--- src/rtl/microwave_ctrl.sv ---
// Microwave oven sequencer: keypad digit entry into an external BCD countdown
// timer, cook/pause/done control of the magnetron, and door interlocking.
module microwave_ctrl #(
  parameter int MAX_DIGITS = 3,
  parameter int DONE_TICKS = 3
) (
  input  logic       clk,
  input  logic       clr,
  input  logic       key_valid,
  input  logic [3:0] key_digit,
  input  logic       start,
  input  logic       stop_clr,
  input  logic       door_closed,
  input  logic       tick,
  input  logic       timer_zero,
  output logic [3:0] timer_data,
  output logic       timer_loadn,
  output logic       timer_clrn,
  output logic       timer_en,
  output logic       mag_on,
  output logic       done,
  output logic [2:0] state
);

  localparam int CW = $clog2(MAX_DIGITS + 1);
  localparam int TW = $clog2(DONE_TICKS + 1);

  typedef enum logic [2:0] {
    S_IDLE  = 3'd0,
    S_ENTRY = 3'd1,
    S_COOK  = 3'd2,
    S_PAUSE = 3'd3,
    S_DONE  = 3'd4
  } state_t;

  state_t          r_state;
  logic [CW-1:0]   r_digit_cnt;
  logic [TW-1:0]   r_done_ticks;
  logic [3:0]      r_timer_data;
  logic            r_timer_loadn;
  logic            r_timer_clrn;
  logic            r_mag_on;
  logic            r_done;

  state_t          w_next;
  logic            w_load;
  logic            w_clear;
  logic            w_key_ok;
  logic            w_can_start;

  assign w_key_ok    = key_valid && (key_digit <= 4'd9) && (r_digit_cnt < CW'(MAX_DIGITS));
  assign w_can_start = start && door_closed && !timer_zero;

  // Next-state decision; each branch is ordered stop > door > zero > start > key.
  always_comb begin
    w_next  = r_state;
    w_load  = 1'b0;
    w_clear = 1'b0;
    case (r_state)
      S_IDLE, S_ENTRY: begin
        if (stop_clr) begin
          w_next  = S_IDLE;
          w_clear = 1'b1;
        end else if (start) begin
          if ((r_state == S_ENTRY) && w_can_start)
            w_next = S_COOK;
        end else if (w_key_ok) begin
          w_load = 1'b1;
          w_next = S_ENTRY;
        end
      end
      S_COOK: begin
        if (stop_clr || !door_closed)
          w_next = S_PAUSE;
        else if (timer_zero)
          w_next = S_DONE;
      end
      S_PAUSE: begin
        if (stop_clr) begin
          w_next  = S_IDLE;
          w_clear = 1'b1;
        end else if (w_can_start) begin
          w_next = S_COOK;
        end
      end
      S_DONE: begin
        if (stop_clr || !door_closed)
          w_next = S_IDLE;
        else if (tick && (r_done_ticks == TW'(DONE_TICKS - 1)))
          w_next = S_IDLE;
      end
      default: w_next = S_IDLE;
    endcase
  end

  always_ff @(posedge clk) begin
    if (clr) begin
      r_state       <= S_IDLE;
      r_digit_cnt   <= '0;
      r_done_ticks  <= '0;
      r_timer_data  <= '0;
      r_timer_loadn <= 1'b1;
      r_timer_clrn  <= 1'b0;
      r_mag_on      <= 1'b0;
      r_done        <= 1'b0;
    end else begin
      r_state       <= w_next;
      r_mag_on      <= (w_next == S_COOK);
      r_done        <= (w_next == S_DONE);
      r_timer_clrn  <= !w_clear;
      // A clear always suppresses a coincident load strobe.
      r_timer_loadn <= !(w_load && !w_clear);
      if (w_load && !w_clear) begin
        r_timer_data <= key_digit;
        r_digit_cnt  <= r_digit_cnt + CW'(1);
      end
      if (w_next == S_IDLE)
        r_digit_cnt <= '0;
      if ((r_state == S_DONE) && (w_next == S_DONE) && tick)
        r_done_ticks <= r_done_ticks + TW'(1);
      else if (w_next != S_DONE)
        r_done_ticks <= '0;
    end
  end

  // Gated with the live door input so a tick racing a door opening is lost.
  assign timer_en    = tick && door_closed && (r_state == S_COOK);
  assign timer_data  = r_timer_data;
  assign timer_loadn = r_timer_loadn;
  assign timer_clrn  = r_timer_clrn;
  assign mag_on      = r_mag_on;
  assign done        = r_done;
  assign state       = r_state;

endmodule

--- config.mk ---
export PLATFORM = sky130hd
export DESIGN_NAME = microwave_ctrl
export DESIGN_NICKNAME = d
export VERILOG_FILES = /design/src/rtl/microwave_ctrl.sv
export SDC_FILE = /design/constraint.sdc
export NUM_CORES = 1
export LEC_CHECK = 0
export BUFFER_PORTS_ARGS = -buffer_cell sky130_fd_sc_hd__buf_2
export CORE_MARGIN = 2
export CORE_UTILIZATION = 50
export CTS_CLUSTER_DIAMETER = 50
export DETAILED_ROUTE_END_ITERATION = 8
export PLACE_DENSITY = 0.8
export SYNTH_ARGS = -nofsm -noshare
export SYNTH_HDL_FRONTEND = slang
export SYNTH_SLANG_ARGS = --single-unit
--- constraint.sdc ---
create_clock -name clk -period 3.5 [get_ports clk]
set_input_delay 0.175 -clock clk [delete_from_list [all_inputs] [get_ports clk]]
set_output_delay 0.175 -clock clk [all_outputs]
set_load 0.02 [all_outputs]
==> results of run 1 <==
==> final timing paths <==
kind                        from             end  cells after the start
setup / recovery  r_digit_cnt[0]  r_digit_cnt[1]                      6
hold / removal      key_digit[1]   timer_data[1]                      3
setup reg to reg  r_digit_cnt[0]  r_digit_cnt[1]                      6
hold reg to reg    timer_data[1]   timer_data[1]                      2
==> Yosys cell counts (2+ instances only) <==
library cell  number  area (µm²)
dfxtp_1           15       300.3
nor2_1             8       30.03
nand2_1            7       26.28
inv_1              5       18.77
mux2i_1            5       50.05
nand2b_1           3       18.77
a21oi_1            2       10.01
and2_1             2       12.51
ha_1               2       25.02
nor3b_2            2       25.02
xnor2_1            2       17.52
==> per-stage QoR <==
step | power, mW | std cells | hold slack, ns
after floorplan | 0.1938 | 73 | 0.2444
after global placement | 0.2069 | 110 | 0.4110
after detailed placement | 0.2073 | 110 | 0.4373
after CTS | 0.3035 | 114 | 0.1440
after global routing | 0.3120 | 114 | 0.1469
final | 0.2994 | 114 | 0.1418
==> layout by cell type, fill, tap and decap left out, types with 2 or more instances in the layout <==
cell type	count
a21oi_1	2
and2_1	2
buf_2	23
clkbuf_4	3
dfxtp_1	15
ha_1	2
inv_1	5
mux2i_1	5
nand2_1	7
nand2b_1	3
nor2_1	8
nor3b_2	2
xnor2_1	2
==> area by class of cell <==
cell class              instances  area (µm²)
clock buffers                   4       26.28
fillers                       116       447.9
inverters                       5       18.77
multi-input cells              52       374.1
flip-flops and latches         15       300.3
well taps                      15       18.77
repair buffers                 23       115.1
==> flip-flops by register name (all words and copies together), names as in the netlist <==
signal	cells
state	3
mag_on	1
done	1
timer_clrn	1
timer_data	4
timer_loadn	1
r_done_ticks	2
r_digit_cnt	2
==> worst max-delay path: stages, from the launching register on <==
cell and delay [ns]:
dfxtp_1 0.33, ha_1 0.20, nor3b_1 0.22, nand3_2 0.26, o211ai_1 0.25, nor3_1 0.13, nor3b_2 0.18
==> per-layer routing <==
metal / track usage / vias to the layer above / wire (µm)
met5: 0 / - / 0
met4: 0.09677 / 0 / 6
met3: 0.03191 / 2 / 85
met2: 0.2891 / 21 / 623
met1: 0.2270 / 268 / 625
li1: - / 307 / -
==> cell families (layout without fill, tap and decap cells) <==
logic type | Yosys count | in the layout | share of synthesized area
flip-flops | 15 | 15 | 0.4301
buffers and inverters | 6 | 32 | 0.03405
multiplexers | 5 | 5 | 0.07169
AND/OR/NAND/NOR | 33 | 33 | 0.2957
AO/OA/AOI/OAI | 10 | 10 | 0.1075
XOR/XNOR | 2 | 2 | 0.02509
adder cells (fa/ha/maj) | 2 | 2 | 0.03584
==> power by group through the flow <==
stage / sequential, mW / clock (mW) / combinational, mW
final: 0.175 / 0.0963 / 0.0283
after global routing: 0.175 / 0.105 / 0.0313
after CTS: 0.175 / 0.100 / 0.0286
after detailed placement: 0.179 / 0 / 0.0285
after global placement: 0.179 / 0 / 0.0282
after floorplan: 0.181 / 0 / 0.0126
==> out/results.txt, run 1 <==
Status: finished clean
Psw: 0.06972 mW
Cell area after synthesis: 698.2 µm²
DRT iter0 DRCs: 15
Vias: 598
Area Overhead vs Synth: 22.22%
Fin crit period: 1.628 ns
H-tree depth reported by CTS: 1
# IOs: 24
Switching share of power: 0.2329
Initial antenna violation count: 0
Slew Limit Fails: 0
Mapped Cells: 73
Internal power: 0.2296 mW
CP arrival: 1.84 ns
Clock sinks: 15
DP HPWL: 1035 µm
Synth Warn #: 0
Startpoint types: flop
Final global-route overflow total: 0
CP Max Fanout: 8
Proportion of layout cells with a drive suffix above 1: 0.3434
#FFs+latches synth: 15
DIE AREA: 1711 µm²
First-pass GRT wire length: 1973 µm
Clk buf depth: 2
Async set-reset flop share out of synthesis: 0
Combinational group share of total power: 0.095
Sequential Power Share: 0.584
Clock power frac: 0.322
Input/output buffers: 23
Setup WS pre-CTS: 1.889 ns
Req. time, crit path: 3.71 ns
Via density: 5.246
Leak: 0.4151 nW
Post-Syn Nets: 87
Clk_skew: 0.002897 ns
Post-route DRC: 0
Critical Setup Path Class: reg2reg
N_diodes: 0
FMAX: 614.2 MHz
Final Util: 0.6558
Netlist cell types: 31
Flop-to-flop setup slack: 1.87 ns
Fin. Hold Viols: 0
Relative slew slack: 0.7236
Setup_tns: 0 ns
Placer congestion estimate: 0.7616
Clk root buf: clkbuf_4
Post-synth EDFFs: 0
Worst hold path type: in2reg
GRT Resource Usage Total: 0.1797
Worst VDD drop: 0.0002589 V
# nets final: 114
Final setup violation count: 0
Hold buffers post-CTS: 0
# rows: 13
Largest net degree at the start of global routing: 11
Antenna Violating Nets Remaining: 0
Top_reg_cell synth: dfxtp_1
Syn_area_per_cell: 9.564 µm²
Maxcap violations: 0
Unrepaired setup endpoints after global routing: false
Vias in the first global route: 492
PwrDens: 350.8 nW/µm²
Post-cts resize count: 0
Finished Cell Area: 853.3 µm²
Worst slew pin tran: 0.4092 ns
Core ar.: 1301 µm²
Final WL: 1341 µm
Tcrit/Tclk final: 0.4652
Worst-skew pair later-pin latency: 0.28 ns
Placed Area: 827.0 µm²
Drt first pass iters: 5
Post-CTS setup buffer count: 0
Crit path capture type: flop
Inserted Clock Buffers: 3
CTS tree: done
DR WL/cell: 11.76 µm
Reg clk slew, reported paths: 0.09 ns
Post-synthesis sequential area ratio: 0.4301
Setup ws final: 1.872 ns
Starting Density: 0.5365
Die width: 41.37 µm
Die height: 41.37 µm
Power figures use the tool's default switching activity.
==> run 2, diff against run 1 <==
--- a/config.mk
+++ b/config.mk
@@ -7,10 +7,10 @@
 export LEC_CHECK = 0
 export BUFFER_PORTS_ARGS = -buffer_cell sky130_fd_sc_hd__buf_2
 export CORE_MARGIN = 2
-export CORE_UTILIZATION = 50
+export CORE_UTILIZATION = 47
 export CTS_CLUSTER_DIAMETER = 50
 export DETAILED_ROUTE_END_ITERATION = 8
-export PLACE_DENSITY = 0.8
+export PLACE_DENSITY = 0.76
 export SYNTH_ARGS = -nofsm -noshare
 export SYNTH_HDL_FRONTEND = slang
 export SYNTH_SLANG_ARGS = --single-unit
==> constraint.sdc (replaced) <==
create_clock -name clk -period 1.6 [get_ports clk]
set_input_delay 0.08 -clock clk [delete_from_list [all_inputs] [get_ports clk]]
set_output_delay 0.08 -clock clk [all_outputs]
set_load 0.02 [all_outputs]
==> run 2 against run 1 <==
Compared with the run above:
- clock skew up 0.0026 ns
- sequential power up 120%
- critical path depth down 1
- worst hold slack worse by 0.11 ns
- final cell count up 1.8%
- sequential cell count unchanged
- global-route usage up 0.20 points
- first-iteration DRC count down 6.7%
- wire length up 11%
- critical path type unchanged
- sequential share of layout area down 1.2 points
==> out/results.txt, run 2 (synthesis gave the netlist of run 1 again) <==
Vias: 614 (was 598)
First-pass GRT wire length: 2484 µm (was 1973 µm)
Critical path's slowest cell: dfxtp_1 (unchanged)
Die height: 42.54 µm (was 41.37 µm)
Inserted Clock Buffers: 3 (unchanged)
Proportion of layout cells with a drive suffix above 1: 0.4059 (was 0.3434)
Worst hold stages: 3 (unchanged)
CP Depth: 5 (was 6)
DP HPWL: 1008 µm (was 1035 µm)
Input/output buffers: 23 (unchanged)
PwrDens: 759.6 nW/µm² (was 350.8 nW/µm²)
Clk root buf: clkbuf_4 (unchanged)
Initial antenna violation count: 0 (unchanged)
Antenna Violating Nets Remaining: 0 (unchanged)
Final global-route overflow total: 0 (unchanged)
Slew Limit Fails: 0 (unchanged)
FMAX: 670.5 MHz (was 614.2 MHz)
Setup ws final: 0.1086 ns (was 1.872 ns)
N_diodes: 0 (unchanged)
Worst-skew pair later-pin latency: 0.29 ns (was 0.28 ns)
Drt first pass iters: 4 (was 5)
Crit path capture type: flop (unchanged)
Maxcap violations: 0 (unchanged)
Largest register FFs: 4 (unchanged)
Fin crit period: 1.491 ns (was 1.628 ns)
# IOs: 24 (unchanged)
DRT iter0 DRCs: 14 (was 15)
# rows: 13 (unchanged)
Post-route DRC: 0 (unchanged)
Vias in the first global route: 567 (was 492)
Placer congestion estimate: 0.7911 (was 0.7616)
Worst Reg-to-Reg Cells: 5 (was 6)
Non-Filler Instances: 116 (was 114)
Final WL: 1488 µm (was 1341 µm)
Core ar.: 1350 µm² (was 1301 µm²)
CP arrival: 1.71 ns (was 1.84 ns)
Die width: 42.54 µm (was 41.37 µm)
Via density: 5.293 (was 5.246)
DR WL/cell: 12.83 µm (was 11.76 µm)
Critical Setup Path Class: reg2reg (unchanged)
Starting Density: 0.5171 (was 0.5365)
Worst Path Buf+Inv: 0 (unchanged)
Tcrit/Tclk final: 0.9321 (was 0.4652)
Placed Instances: 111 (was 110)
Worst VDD drop: 0.0007074 V (was 0.0002589 V)
Worst slew pin tran: 0.3574 ns (was 0.4092 ns)
DIE AREA: 1810 µm² (was 1711 µm²)
H-tree depth reported by CTS: 1 (unchanged)
Worst hold path type: in2reg (unchanged)
Clk_skew: 0.005502 ns (was 0.002897 ns)
Status: finished clean (unchanged)
Relative slew slack: 0.7614 (was 0.7236)
Req. time, crit path: 1.82 ns (was 3.71 ns)
Hold buffers post-CTS: 0 (unchanged)
# nets final: 116 (was 114)
CP Max Fanout: 9 (was 8)
Fin. Hold Viols: 0 (unchanged)
Leak: 0.4380 nW (was 0.4151 nW)
Clk buf depth: 2 (unchanged)
Commonest non-fill, non-tap cell in the layout: buf_2 (unchanged)
Setup WS pre-CTS: 0.06033 ns (was 1.889 ns)
Area Overhead vs Synth: 27.24% (was 22.22%)
GRT Resource Usage Total: 0.1817 (was 0.1797)
Largest net degree at the start of global routing: 11 (unchanged)
Commonest cells after routing, fill and taps aside: buf_2, dfxtp_1, nor2_1 (unchanged)
Critical-path cell list: nor3_4, nand2_1, o41ai_2, and2_1, nor3b_2 (was ha_1, nor3b_1, nand3_2, o211ai_1, nor3_1, nor3b_2)
Reg clk slew, reported paths: 0.10 ns (was 0.09 ns)
Final setup violation count: 0 (unchanged)
CTS tree: done (unchanged)
Delay of the slowest critical-path stage: 0.43 ns (was 0.33 ns)
Clock sinks: 15 (unchanged)
CP delay by family, top: simple AND/OR/NAND/NOR gates (unchanged)
Startpoint types: flop (unchanged)
run 2: cell types whose count changed in the layout (fill, tap and decap cells not counted), sizes merged:
| cell | previous run | this run |
|---|---|---|
| buf | 23 | 25 |
| clkbuf | 4 | 3 |
| clkinv | 0 | 1 |
run 2: what timing repair did:
action | in CTS | in global routing
gates resized for setup | 0 | 4
buffers inserted | 0 | 1
endpoints found under the setup margin | 0 | 6
run 2: final cells by class:
| cell class | count | area, µm² |
|---|---|---|
| flip-flops and latches | 15 | 301.5 |
| clock buffers | 3 | 22.52 |
| clock inverters | 1 | 5.005 |
| inverters | 5 | 18.77 |
| repair buffers | 25 | 130.1 |
| fillers | 112 | 461.7 |
| well taps | 15 | 18.77 |
| multi-input cells | 52 | 391.6 |
run 2: through the flow:
stage / instance area, µm² / utilization / power (mW) / setup TNS [ns] / hold slack, ns
6_report: 888.4 / 0.6580 / 0.6748 / 0 / 0.03116
5_1_grt: 888.4 / 0.6580 / 0.7022 / -0.03653 / 0.06064
4_1_cts: 862.1 / 0.6386 / 0.6757 / 0 / 0.02770
3_5_place_dp: 834.6 / 0.6182 / 0.4544 / 0 / 0.3270
3_3_place_gp: 834.6 / 0.6182 / 0.4535 / 0 / 0.3225
2_1_floorplan: 698.2 / - / 0.4240 / 0 / 0.1494
run 2: layer usage:
| metal | global-route usage | share of wire | wire (µm) |
|---|---|---|---|
| met5 | 0 | 0 | 0 |
| met4 | 0.07500 | 0.011 | 17 |
| met3 | 0.05172 | 0.060 | 89 |
| met2 | 0.2769 | 0.47 | 693 |
| met1 | 0.2394 | 0.46 | 688 |
run 2: worst register-to-register path, delay by kind of cell, from the launching register on:
| kind | cells | cell delay [ns] |
|---|---|---|
| AND/OR/NAND/NOR | 4 | 0.72 |
| flip-flops | 1 | 0.43 |
| AO/OA/AOI/OAI | 1 | 0.28 |
run 2: worst paths after layout:
kind | start | to | slack [ns]
min | key_digit[0] | timer_data[0] | 0.03
max | state[2] | mag_on | 0.11
max reg2reg | state[2] | mag_on | 0.11
min reg2reg | timer_data[3] | timer_data[3] | 0.49
run 2: report_power, final:
part	internal (mW)	leakage (nW)	switching, mW	total (mW)
registers	0.379	0.122	0.00386	0.382
logic	0.0304	0.298	0.0382	0.0686
clock network	0.0928	0.0177	0.131	0.224
==> run 3, diff against run 2 <==
--- a/config.mk
+++ b/config.mk
@@ -5,9 +5,10 @@
 export SDC_FILE = /design/constraint.sdc
 export NUM_CORES = 1
 export LEC_CHECK = 0
+export ABC_AREA = 1
 export BUFFER_PORTS_ARGS = -buffer_cell sky130_fd_sc_hd__buf_2
 export CORE_MARGIN = 2
-export CORE_UTILIZATION = 47
+export CORE_UTILIZATION = 48
 export CTS_CLUSTER_DIAMETER = 50
 export DETAILED_ROUTE_END_ITERATION = 8
 export PLACE_DENSITY = 0.76
==> run 3 against run 2 <==
Compared with the run above:
- sequential power hardly changed
- setup slack better by 0.072 ns
- first-iteration DRC count rose by 7.1%
- worst hold slack gained 0.016 ns
- clock skew about the same
- power hardly changed
- die area rose by 4.0%
- highest routed layer unchanged
- clock power down 2%
- critical endpoint is now r_digit_cnt[1]
- sequential share of layout area down 0.24 points
- sequential cell count did not move
- utilization fell by 5.3 points
- wire length is 0.81% lower
==> out/results.txt, run 3 <==
Status: finished clean (unchanged)
Syn_area_per_cell: 7.228 µm² (was 9.564 µm²)
Antenna Violating Nets Remaining: 0 (unchanged)
Area leader, netlist: dfxtp_1 (unchanged)
Reg clk slew, reported paths: 0.09 ns (was 0.10 ns)
Crit path from: r_digit_cnt[0] (was state[2])
Worst-skew pair later-pin latency: 0.28 ns (was 0.29 ns)
Slew Limit Fails: 0 (unchanged)
Unrepaired setup endpoints after global routing: false
Req. time, crit path: 1.79 ns (was 1.82 ns)
Flop-to-flop setup slack: 0.18 ns (was 0.11 ns)
Tcrit/Tclk final: 0.8873 (was 0.9321)
Synth top area share: 0.4034 (was 0.4301)
Clk buf depth: 2 (unchanged)
# IOs: 24 (unchanged)
PwrDens: 757.6 nW/µm² (was 759.6 nW/µm²)
Reg area: 300.3 µm² (was 301.5 µm²)
Min-delay src: key_digit[2] (was key_digit[0])
Critical-path cell list: ha_1, nor2_1, nand2_1, nand2_1, nor2_1, nor2_1, nand3_2, nand2_2, nor2_1 (was nor3_4, nand2_1, o41ai_2, and2_1, nor3b_2)
Worst VDD drop: 0.0004898 V (was 0.0007074 V)
N_diodes: 0 (unchanged)
#FFs+latches synth: 15 (unchanged)
H-tree depth reported by CTS: 1 (unchanged)
Area Overhead vs Synth: 19.66% (was 27.24%)
Post-synthesis sequential area ratio: 0.4034 (was 0.4301)
Inserted Clock Buffers: 3 (unchanged)
DIE AREA: 1882 µm² (was 1810 µm²)
Clk root buf: clkbuf_4 (unchanged)
Largest net degree at the start of global routing: 10 (was 11)
Commonest cells after routing, fill and taps aside: nand2_1, buf_2, dfxtp_1 (was buf_2, dfxtp_1, nor2_1)
Finished Cell Area: 890.9 µm² (was 888.4 µm²)
Non-Filler Instances: 144 (was 116)
Async set-reset flop share out of synthesis: 0 (unchanged)
Critical Setup Path Class: reg2reg (unchanged)
Cell with the most instances after synthesis: nand2_1 (was dfxtp_1)
Crit path capture type: flop (unchanged)
CTS tree: done (unchanged)
Die width: 43.38 µm (was 42.54 µm)
Delay of the slowest critical-path stage: 0.33 ns (was 0.43 ns)
Cell area after synthesis: 744.5 µm² (was 698.2 µm²)
Clock sinks: 15 (unchanged)
Fill cells: 144 (was 112)
Relative slew slack: 0.7789 (was 0.7614)
Die height: 43.38 µm (was 42.54 µm)
CP Depth: 9 (was 5)
# rows: 14 (was 13)
Synth Warn #: 0 (unchanged)
CP arrival: 1.61 ns (was 1.71 ns)
Netlist cell types: 24 (was 31)
Starting Density: 0.5060 (was 0.5171)
Total power: 0.6749 mW (was 0.6748 mW)
Final WL: 1476 µm (was 1488 µm)
Startpoint types: flop (unchanged)
Mapped Cells: 103 (was 73)
Clk_skew: 0.005316 ns (was 0.005502 ns)
FMAX: 704.4 MHz (was 670.5 MHz)
Setup crit end: r_digit_cnt[1] (was mag_on)
CP most frequent cell: nor2_1
Placed Instances: 140 (was 111)
Placed Area: 864.6 µm² (was 834.6 µm²)
Drt first pass iters: 4 (unchanged)
Critical path's slowest cell: dfxtp_1 (unchanged)
Vias in the first global route: 581 (was 567)
Worst Path Buf+Inv: 0 (unchanged)
Post-cts resize count: 0 (unchanged)
Initial antenna violation count: 0 (unchanged)
Post-CTS setup buffer count: 0 (unchanged)
CP Max Fanout: 3 (was 9)
Leak: 0.4402 nW (was 0.4380 nW)
RR Startpoint: r_digit_cnt[0] (was state[2])
Fin crit period: 1.420 ns (was 1.491 ns)
Proportion of layout cells with a drive suffix above 1: 0.2891 (was 0.4059)
DP HPWL: 1147 µm (was 1008 µm)
Area occupied by multi-input gates: 360.3 µm² (was 391.6 µm²)
Via density: 4.986 (was 5.293)
Worst Reg-to-Reg Cells: 9 (was 5)
First-pass GRT wire length: 2387 µm (was 2484 µm)
Commonest non-fill, non-tap cell in the layout: nand2_1 (was buf_2)
CP delay by family, top: simple AND/OR/NAND/NOR gates (unchanged)
Synth area leaders: dfxtp_1, nand2_1, inv_1 (was dfxtp_1, mux2i_1, nor2_1)
Final setup violation count: 0 (unchanged)
# nets final: 143 (was 116)
Largest register FFs: 4 (unchanged)
Setup_tns: 0 ns (unchanged)
Top_reg_cell synth: dfxtp_1 (unchanged)
Vias: 718 (was 614)
Final global-route overflow total: 0 (unchanged)
Worst slew pin tran: 0.3294 ns (was 0.3574 ns)
Core ar.: 1471 µm² (was 1350 µm²)
Input/output buffers: 23 (unchanged)
GRT Resource Usage Total: 0.1703 (was 0.1817)
Post-route DRC: 0 (unchanged)
Fin. Hold Viols: 0 (unchanged)
Worst hold path type: in2reg (unchanged)
Post-synth EDFFs: 0 (unchanged)
Post-Syn Nets: 117 (was 87)
DRT iter0 DRCs: 15 (was 14)
Hold buffers post-CTS: 0 (unchanged)
Placer congestion estimate: 0.8657 (was 0.7911)
Reg2reg end: r_digit_cnt[1] (was mag_on)
Maxcap violations: 0 (unchanged)
Top cells by instance count after synthesis: nand2_1, dfxtp_1, inv_1 (was dfxtp_1, nor2_1, nand2_1)
DR WL/cell: 10.25 µm (was 12.83 µm)
-- run 3: cell types whose count changed after synthesis, sizes merged, moves of 3 or more --
cell / before / now
nor2: 8 / 14
nand2: 7 / 26
nor3b: 3 / 0
nand2b: 3 / 0
a21oi: 2 / 9
nand3: 1 / 8
mux2i: 5 / 0
inv: 5 / 15
-- run 3: cell type report --
type	instances	share of cell area
clock buffers	4	0.02949
inverters	16	0.06882
multi-input cells	69	0.4045
flip-flops and latches	15	0.3371
well taps	16	0.02247
repair buffers	24	0.1376
-- run 3: kinds of logic after synthesis --
| logic type | synth area share |
|---|---|
| AOI/OAI and AO/OA | 0.08066 |
| xor gates and xnor gates | 0.01177 |
| DFF | 0.4034 |
| buffers and inverters | 0.1126 |
| adders and majority gates | 0.03361 |
| and+or+nand+nor | 0.3580 |
-- run 3: worst min path at each step --
stage | endpoint | slack (ns) | depth (start not counted)
global route | timer_data[2] | 0.05 | 3
finish | timer_data[2] | 0.05 | 3
CTS | timer_data[0] | 0.05 | 3
floorplan | timer_clrn | 0.18 | 1
global placement | timer_data[0] | 0.33 | 3
detailed placement | timer_data[0] | 0.35 | 3
-- run 3: power breakdown --
part / total, mW / internal (mW) / switching (mW) / leakage (nW)
combinational: 0.0725 / 0.0266 / 0.0459 / 0.304
sequential: 0.382 / 0.379 / 0.00340 / 0.121
clock: 0.220 / 0.0967 / 0.123 / 0.0150
total: 0.675 / 0.502 / 0.173 / 0.440
-- run 3: worst register-to-register path, delay by kind of cell (launching register included) --
kind | cells | cell delay [ns]
simple gates | 8 | 0.81
flops | 1 | 0.33
fa+ha+maj | 1 | 0.19
-- run 3: per-layer routing --
metal	GRT usage	wire (µm)	vias up
li1	-	-	375
met1	0.2304	703	320
met2	0.2537	671	21
met3	0.02500	87	2
met4	0.1091	13	0
met5	0	0	-
-- run 3: metrics by stage --
step	hold slack [ns]	setup WS (ns)	utilization
floorplan	0.1759	0.2900	-
global placement	0.3341	0.2427	0.5876
detailed placement	0.3483	0.2064	0.5876
CTS	0.04663	0.1760	0.6054
global route	0.05014	0.04316	0.6054
finish	0.04668	0.1803	0.6054
